$ cat src/rtl/act_pkg.sv
// act_pkg: shared definitions for the activation stage.
//   - activation mode encodings carried with each transfer
//   - saturation bound helpers, parameterised by output word width
package act_pkg;

  localparam logic [1:0] MODE_LINEAR = 2'd0;
  localparam logic [1:0] MODE_RELU   = 2'd1;
  localparam logic [1:0] MODE_LEAKY  = 2'd2;
  localparam logic [1:0] MODE_CLIP   = 2'd3;

  // Largest positive value of a dw-bit signed word (0x7F..F), zero-extended.
  function automatic logic [63:0] sat_max(input int unsigned dw);
    return (64'd1 << (dw - 1)) - 64'd1;
  endfunction

  // Most negative value of a dw-bit signed word (0x80..0), zero-extended.
  function automatic logic [63:0] sat_min(input int unsigned dw);
    return 64'd1 << (dw - 1);
  endfunction

endpackage

$ cat src/rtl/act_lane.sv
// act_lane: one lane of the activation datapath, two register stages.
//   clk, reset      : clock, synchronous active-high reset
//   en1             : load stage 1 from x/mode/clip_max
//   en2             : load stage 2 (result registers) from stage 1
//   x               : signed double-width accumulator value
//   mode, clip_max  : per-transfer activation controls
//   res, sat        : registered activation result and saturation flag
module act_lane
  import act_pkg::*;
#(
  parameter int unsigned DATA_WIDTH    = 16,
  parameter int unsigned INTEGER_WIDTH = 1,
  parameter int unsigned LEAK_SHIFT    = 3
) (
  input  logic                      clk,
  input  logic                      reset,
  input  logic                      en1,
  input  logic                      en2,
  input  logic [2*DATA_WIDTH-1:0]   x,
  input  logic [1:0]                mode,
  input  logic [DATA_WIDTH-1:0]     clip_max,
  output logic [DATA_WIDTH-1:0]     res,
  output logic                      sat
);

  localparam int unsigned DW = DATA_WIDTH;
  localparam int unsigned XW = 2 * DATA_WIDTH;
  localparam int unsigned TW = INTEGER_WIDTH + 1;
  localparam logic [DW-1:0] MAX_V = DW'(sat_max(DW));
  localparam logic [DW-1:0] MIN_V = DW'(sat_min(DW));

  // Stage 1 state
  logic          pos_ovf_q, pos_ovf_d;
  logic          neg_ovf_q, neg_ovf_d;
  logic          x_pos_q,   x_pos_d;
  logic [DW-1:0] slice_q,   slice_d;
  logic [1:0]    mode_q,    mode_d;
  logic [DW-1:0] clip_q,    clip_d;

  // Stage 2 state
  logic [DW-1:0] res_q, res_d;
  logic          sat_q, sat_d;

  logic signed [XW-1:0] src;
  logic [TW-1:0]        top;
  logic                 x_pos;
  logic [DW-1:0]        sat_v;
  logic                 sat_hit;
  logic [DW-1:0]        r;
  logic                 f;

  // Stage 1: pick the value to saturate (leaky shift for non-positive inputs) and classify it.
  always_comb begin
    x_pos = !x[XW-1] && (|x);
    if ((mode == MODE_LEAKY) && !x_pos) begin
      src = $signed(x) >>> LEAK_SHIFT;
    end else begin
      src = $signed(x);
    end
    top = src[XW-1 -: TW];

    pos_ovf_d = pos_ovf_q;
    neg_ovf_d = neg_ovf_q;
    x_pos_d   = x_pos_q;
    slice_d   = slice_q;
    mode_d    = mode_q;
    clip_d    = clip_q;
    if (en1) begin
      pos_ovf_d = !src[XW-1] && (top != '0);
      neg_ovf_d =  src[XW-1] && (top != '1);
      x_pos_d   = x_pos;
      // Output word is the slice just below the integer/sign guard bits.
      slice_d   = DW'(src >>> (DW - INTEGER_WIDTH));
      mode_d    = mode;
      clip_d    = clip_max;
    end
  end

  // Stage 2: final mode select and clip compare.
  always_comb begin
    sat_v   = pos_ovf_q ? MAX_V : (neg_ovf_q ? MIN_V : slice_q);
    sat_hit = pos_ovf_q || neg_ovf_q;
    r       = sat_v;
    f       = sat_hit;
    case (mode_q)
      MODE_RELU, MODE_CLIP: begin
        // Zeroing a non-positive input is not counted as saturation.
        if (!x_pos_q) begin
          r = '0;
          f = 1'b0;
        end
        if ((mode_q == MODE_CLIP) && (r > clip_q)) begin
          r = clip_q;
          f = 1'b1;
        end
      end
      default: begin
        r = sat_v;
        f = sat_hit;
      end
    endcase

    res_d = res_q;
    sat_d = sat_q;
    if (en2) begin
      res_d = r;
      sat_d = f;
    end
  end

  always_ff @(posedge clk) begin
    if (reset) begin
      pos_ovf_q <= 1'b0;
      neg_ovf_q <= 1'b0;
      x_pos_q   <= 1'b0;
      slice_q   <= '0;
      mode_q    <= MODE_LINEAR;
      clip_q    <= '0;
      res_q     <= '0;
      sat_q     <= 1'b0;
    end else begin
      pos_ovf_q <= pos_ovf_d;
      neg_ovf_q <= neg_ovf_d;
      x_pos_q   <= x_pos_d;
      slice_q   <= slice_d;
      mode_q    <= mode_d;
      clip_q    <= clip_d;
      res_q     <= res_d;
      sat_q     <= sat_d;
    end
  end

  assign res = res_q;
  assign sat = sat_q;

endmodule

$ cat src/rtl/act_unit.sv
// act_unit: multi-lane activation stage, 2-stage valid/ready pipeline.
//   clk, reset            : clock, synchronous active-high reset
//   mode, clip_max        : activation controls, captured with each accepted input
//   in_valid/in_ready     : input handshake; in_data packs NUM_CH signed 2*DATA_WIDTH lanes
//   out_valid/out_ready   : output handshake; out_data packs NUM_CH signed DATA_WIDTH lanes
//   out_sat               : per-lane saturation flags, qualified by out_valid
//   sat_count, clr_stats  : saturating count of flagged lanes on output transfers, and its clear
module act_unit
  import act_pkg::*;
#(
  parameter int unsigned DATA_WIDTH    = 16,
  parameter int unsigned INTEGER_WIDTH = 1,
  parameter int unsigned NUM_CH        = 4,
  parameter int unsigned LEAK_SHIFT    = 3,
  parameter int unsigned CNT_W         = 16
) (
  input  logic                             clk,
  input  logic                             reset,
  input  logic [1:0]                       mode,
  input  logic [DATA_WIDTH-1:0]            clip_max,
  input  logic                             in_valid,
  output logic                             in_ready,
  input  logic [NUM_CH*2*DATA_WIDTH-1:0]   in_data,
  output logic                             out_valid,
  input  logic                             out_ready,
  output logic [NUM_CH*DATA_WIDTH-1:0]     out_data,
  output logic [NUM_CH-1:0]                out_sat,
  output logic [CNT_W-1:0]                 sat_count,
  input  logic                             clr_stats
);

  localparam int unsigned XW = 2 * DATA_WIDTH;
  localparam int unsigned DW = DATA_WIDTH;
  localparam int unsigned SW = CNT_W + 1;

  logic             s1_valid_q, s1_valid_d;
  logic             s2_valid_q, s2_valid_d;
  logic [CNT_W-1:0] sat_count_q, sat_count_d;

  logic             s1_adv;
  logic             accept;
  logic             out_fire;
  logic             s2_load;
  logic [SW-1:0]    sum;

  // Stage 2 is free when empty or draining this cycle; stage 1 follows it.
  assign s1_adv   = !s2_valid_q || out_ready;
  assign in_ready = !s1_valid_q || s1_adv;
  assign accept   = in_valid && in_ready;
  assign s2_load  = s1_adv && s1_valid_q;
  assign out_fire = s2_valid_q && out_ready;

  // Stage valids.
  always_comb begin
    s1_valid_d = in_ready ? accept : s1_valid_q;
    s2_valid_d = s1_adv ? s1_valid_q : s2_valid_q;
  end

  // Saturation event counter: sticks at all-ones, clear has priority.
  always_comb begin
    sum = SW'(sat_count_q);
    for (int unsigned k = 0; k < NUM_CH; k++) begin
      sum = sum + SW'(out_sat[k]);
    end
    sat_count_d = sat_count_q;
    if (clr_stats) begin
      sat_count_d = '0;
    end else if (out_fire) begin
      sat_count_d = sum[CNT_W] ? '1 : sum[CNT_W-1:0];
    end
  end

  always_ff @(posedge clk) begin
    if (reset) begin
      s1_valid_q  <= 1'b0;
      s2_valid_q  <= 1'b0;
      sat_count_q <= '0;
    end else begin
      s1_valid_q  <= s1_valid_d;
      s2_valid_q  <= s2_valid_d;
      sat_count_q <= sat_count_d;
    end
  end

  for (genvar k = 0; k < NUM_CH; k++) begin : g_lane
    act_lane #(
      .DATA_WIDTH    (DATA_WIDTH),
      .INTEGER_WIDTH (INTEGER_WIDTH),
      .LEAK_SHIFT    (LEAK_SHIFT)
    ) u_lane (
      .clk      (clk),
      .reset    (reset),
      .en1      (accept),
      .en2      (s2_load),
      .x        (in_data[k*XW +: XW]),
      .mode     (mode),
      .clip_max (clip_max),
      .res      (out_data[k*DW +: DW]),
      .sat      (out_sat[k])
    );
  end

  assign out_valid = s2_valid_q;
  assign sat_count = sat_count_q;

endmodule
$ cat config.mk
export PLATFORM = sky130hd
export DESIGN_NAME = act_unit
export DESIGN_NICKNAME = d
export VERILOG_FILES = /design/src/rtl/act_pkg.sv /design/src/rtl/act_lane.sv /design/src/rtl/act_unit.sv
export SDC_FILE = /design/constraint.sdc
export NUM_CORES = 1
export LEC_CHECK = 0
export BUFFER_PORTS_ARGS = -buffer_cell sky130_fd_sc_hd__buf_2
export CAP_MARGIN = 25
export CORE_ASPECT_RATIO = 1.25
export CORE_UTILIZATION = 40
export DETAILED_ROUTE_END_ITERATION = 10
export PLACE_DENSITY = 0.67
export SLEW_MARGIN = 20
export SYNTH_ARGS = -nofsm -noshare
export SYNTH_HDL_FRONTEND = slang
export SYNTH_SLANG_ARGS = --single-unit
$ cat constraint.sdc
create_clock -name clk -period 4 [get_ports clk]
set_input_delay 0.8 -clock clk [delete_from_list [all_inputs] [get_ports clk]]
set_output_delay 0.8 -clock clk [all_outputs]
set_load 0.005 [all_outputs]
==> impl_metrics.py <==
metrics = {
    "placement": {
        "post-place-ws_ns": 0.7331,
        "portBuffers": 236,
        "dp_hpwl_mm": 25.75,
        "postPlaceCellArea_mm2": 0.01221,
        "gp_congestion": 0.8968,
    },
    "global_route": {
        "track_usage_pct": 25.92,
        "grt_max_degree": 80,
        "grt_pass1_vias": 10260,
        "grt-ovfl-total": 0,
        "grt_pass1_wl_mm": 55.57,
        "antenna_found_initial": 0,
    },
    "clocking": {
        "clk_latency_ns": 0.44,
        "cts_tree": "built",
        "cts_buffers": 17,
        "cts.sinks": 180,
        "h-tree-depth": 4,
        "cts_root_buf": "clkbuf_16",
        "post_cts_resized": 0,
        "post_cts_buffers": 0,
        "ctsHoldBuffers": 0,
        "clk_pin_slew_ns": 0.07,
        "cts_buffer_depth": 2,
    },
    "logic_synthesis": {
        "yosysWarnings": 0,
        "synth-async-reset-ratio_pct": 0,
        "synth_nets": 1613,
        "ys_seq_area_share_pct": 33.48,
        "syn_area_per_cell_um2": 7.722,
        "netlist_area_mm2": 0.01076,
        "synth_cell_types": 50,
        "syn_inst": 1394,
        "ys.flop_type": "dfxtp_1",
        "synth_seq_cells": 180,
        "synth_edf_count": 0,
    },
    "timing": {
        "fin_ws_ns": 0.6376,
        "setup_viol": 0,
        "hold_viol": 0,
        "slew_headroom_pct": 40.04,
        "rsz0062_at_grt": "no",
        "post-route-min-period_ns": 3.362,
        "tightest_slew_ns": 0.8995,
        "maxClockFrequency_mhz": 297.4,
        "post-route-period-util_pct": 84.06,
        "slew_violations": 0,
        "finalClockSkew_ns": 0.009671,
        "finalSetupTns_ns": 0,
    },
    "power_and_ir_drop": {
        "power.total_uw": 4731,
        "p_leak_uw": 0.005290,
        "ir_worst_vdd_mv": 0.2263,
        "power_density_mw_per_mm2": 369.4,
    },
    "worst_setup_path": {
        "cpPeakStageDelay_ns": 0.70,
        "crit_type": "reg2reg",
        "start_kind": "register",
        "crit_chain": "inv_1 -> a21oi_1 -> nor2b_1 -> ha_1 -> nand2_1 -> nor4_1 -> o21ai_0 -> a31oi_2 -> buf_4 -> nand3_1 -> a311oi_1",
        "cp_data_arrival_time_ns": 3.70,
        "slowest_stage": "a31oi_2",
        "required_ns": 4.34,
        "end_kind": "register",
        "rr_worst_depth": 11,
        "crit_fanout": 15,
    },
    "routing": {
        "post_drt_wl_per_cell_um": 18.79,
        "route.detailed.drc": 0,
        "drt-total-wl_mm": 36.04,
        "firstDrtPassIters": 5,
        "vias": 11370,
        "ant_nets": 0,
        "first_iter_violations": 967,
        "viasPerCell": 5.928,
    },
    "floorplanning": {
        "coreArea_mm2": 0.02626,
        "die_x_um": 148.7,
        "die_h_um": 185.4,
        "rows": 66,
        "io_pins": 237,
        "die_area_mm2": 0.02757,
        "initial_utilization_pct": 40.99,
    },
    "layout": {
        "final_util_pct": 48.78,
        "final_area_mm2": 0.01281,
        "num_antenna_cells": 0,
        "finalNetCount": 1784,
        "area_delta_synth_final_pct": 18.99,
        "layout-drive-gt1-share_pct": 20.98,
    },
    "min_path": {
        "min_path_cells": 2,
        "hold_class": "reg2reg",
    },
    "status": {
        "status": "completed",
    },
    "flow_run": {
        "cap_violations": 0,
    },
}
-- per-stage QoR --
step                      hold slack (ns)  std cells
after global placement             0.4604       1886
after detailed placement           0.4645       1886
final                              0.4768       1918
after floorplan                    0.4450       1394
after global routing               0.5152       1918
after CTS                          0.4741       1918
-- per-layer routing --
layer  vias to the layer above  wire [um]  global-route usage, %
met5                         -          0                      0
met4                         0       1184                  10.68
met3                        65       2193                  3.966
met2                       444      17120                  43.07
met1                      5389      15540                  33.25
li1                       5471          -                      -
-- registers in the layout, indices dropped and copies added, names as in the netlist --
signal                   flops
g_lane.u_lane.x_pos_q        4
out_valid                    1
g_lane.u_lane.neg_ovf_q      4
g_lane.u_lane.sat            4
s1_valid_q                   1
g_lane.u_lane.res           64
sat_count                   16
g_lane.u_lane.clip_q        16
g_lane.u_lane.mode_q         2
g_lane.u_lane.pos_ovf_q      4
g_lane.u_lane.slice_q       64
-- worst paths after layout --
check	startpoint	to	slack (ns)
max	g_lane[0].u_lane.neg_ovf_q	g_lane[0].u_lane.res[7]	0.64
min	g_lane[1].u_lane.mode_q[1]	g_lane[1].u_lane.mode_q[1]	0.48
max reg2reg	g_lane[0].u_lane.neg_ovf_q	g_lane[0].u_lane.res[7]	0.64
min reg2reg	g_lane[1].u_lane.mode_q[1]	g_lane[1].u_lane.mode_q[1]	0.48
-- cell usage after synthesis, types with 16 or more instances --
library cell,number,share of area [%]
dfxtp_1,180,33
nor2b_1,48,2.8
nor2_1,197,6.9
nand2_1,146,5.1
a211oi_1,29,2.0
o21ai_0,23,1.1
nand4_1,19,1.1
a21oi_1,131,6.1
nor3_1,16,0.74
o221a_2,16,1.7
nand3_1,110,5.1
a311oi_1,100,8.1
inv_1,26,0.91
ha_1,65,7.6
a211o_1,45,3.7
nor4_1,35,2.0
clkbuf_1,99,3.5
-- layout make-up --
class	count	area (um2)
Inverter	26	97.59
Timing Repair Buffer	274	1506
Multi-Input combinational cell	1066	6573
Clock inverter	13	170.2
Fill cell	2617	13450
Clock buffer	19	432.9
Tap cell	340	425.4
Sequential cell	180	3603
-- report_power, final --
part | internal, uW | switching, uW
Clock | 994 | 771
Sequential | 1910 | 90.7
Combinational | 372 | 596
Total | 3270 | 1460
-- critical path, delay by kind of cell (launching register included) --
kind	cells	cell delay (ns)
AO/OA/AOI/OAI	4	1.52
adder cells (fa/ha/maj)	1	0.28
flip-flops	1	0.37
buffers and inverters	2	0.54
AND/OR/NAND/NOR	4	0.55
-- layout by cell type, fill, tap and decap left out, drive strengths merged, types with 3 or more instances in the layout --
cell type	n
nand2b	6
or2	3
nor2	197
xnor2	4
nand2	146
dfxtp	180
inv	31
a211o	45
ha	65
nand3b	4
fa	3
a21o	12
nand3	110
o21bai	5
nand4	19
nor3	16
a21oi	131
clkbuf	19
nor3b	4
or3	3
bufinv	3
xor2	6
o211ai	3
a311oi	100
nor4	35
nor4b	4
a21boi	4
o221a	16
o21ai	23
a41o	3
buf	274
and4	3
a211oi	29
nor2b	48
clkinvlp	3
-- cells by family after synthesis --
group	after synthesis	synth area share (%)
AO/OA/AOI/OAI	383	25.71
XOR/XNOR	10	0.8136
multiplexers	2	0.1860
flip-flops	180	33.48
adder cells (fa/ha/maj)	68	8.113
buffers and inverters	148	5.754
AND/OR/NAND/NOR	603	25.94
Power figures use the tool's default switching activity.
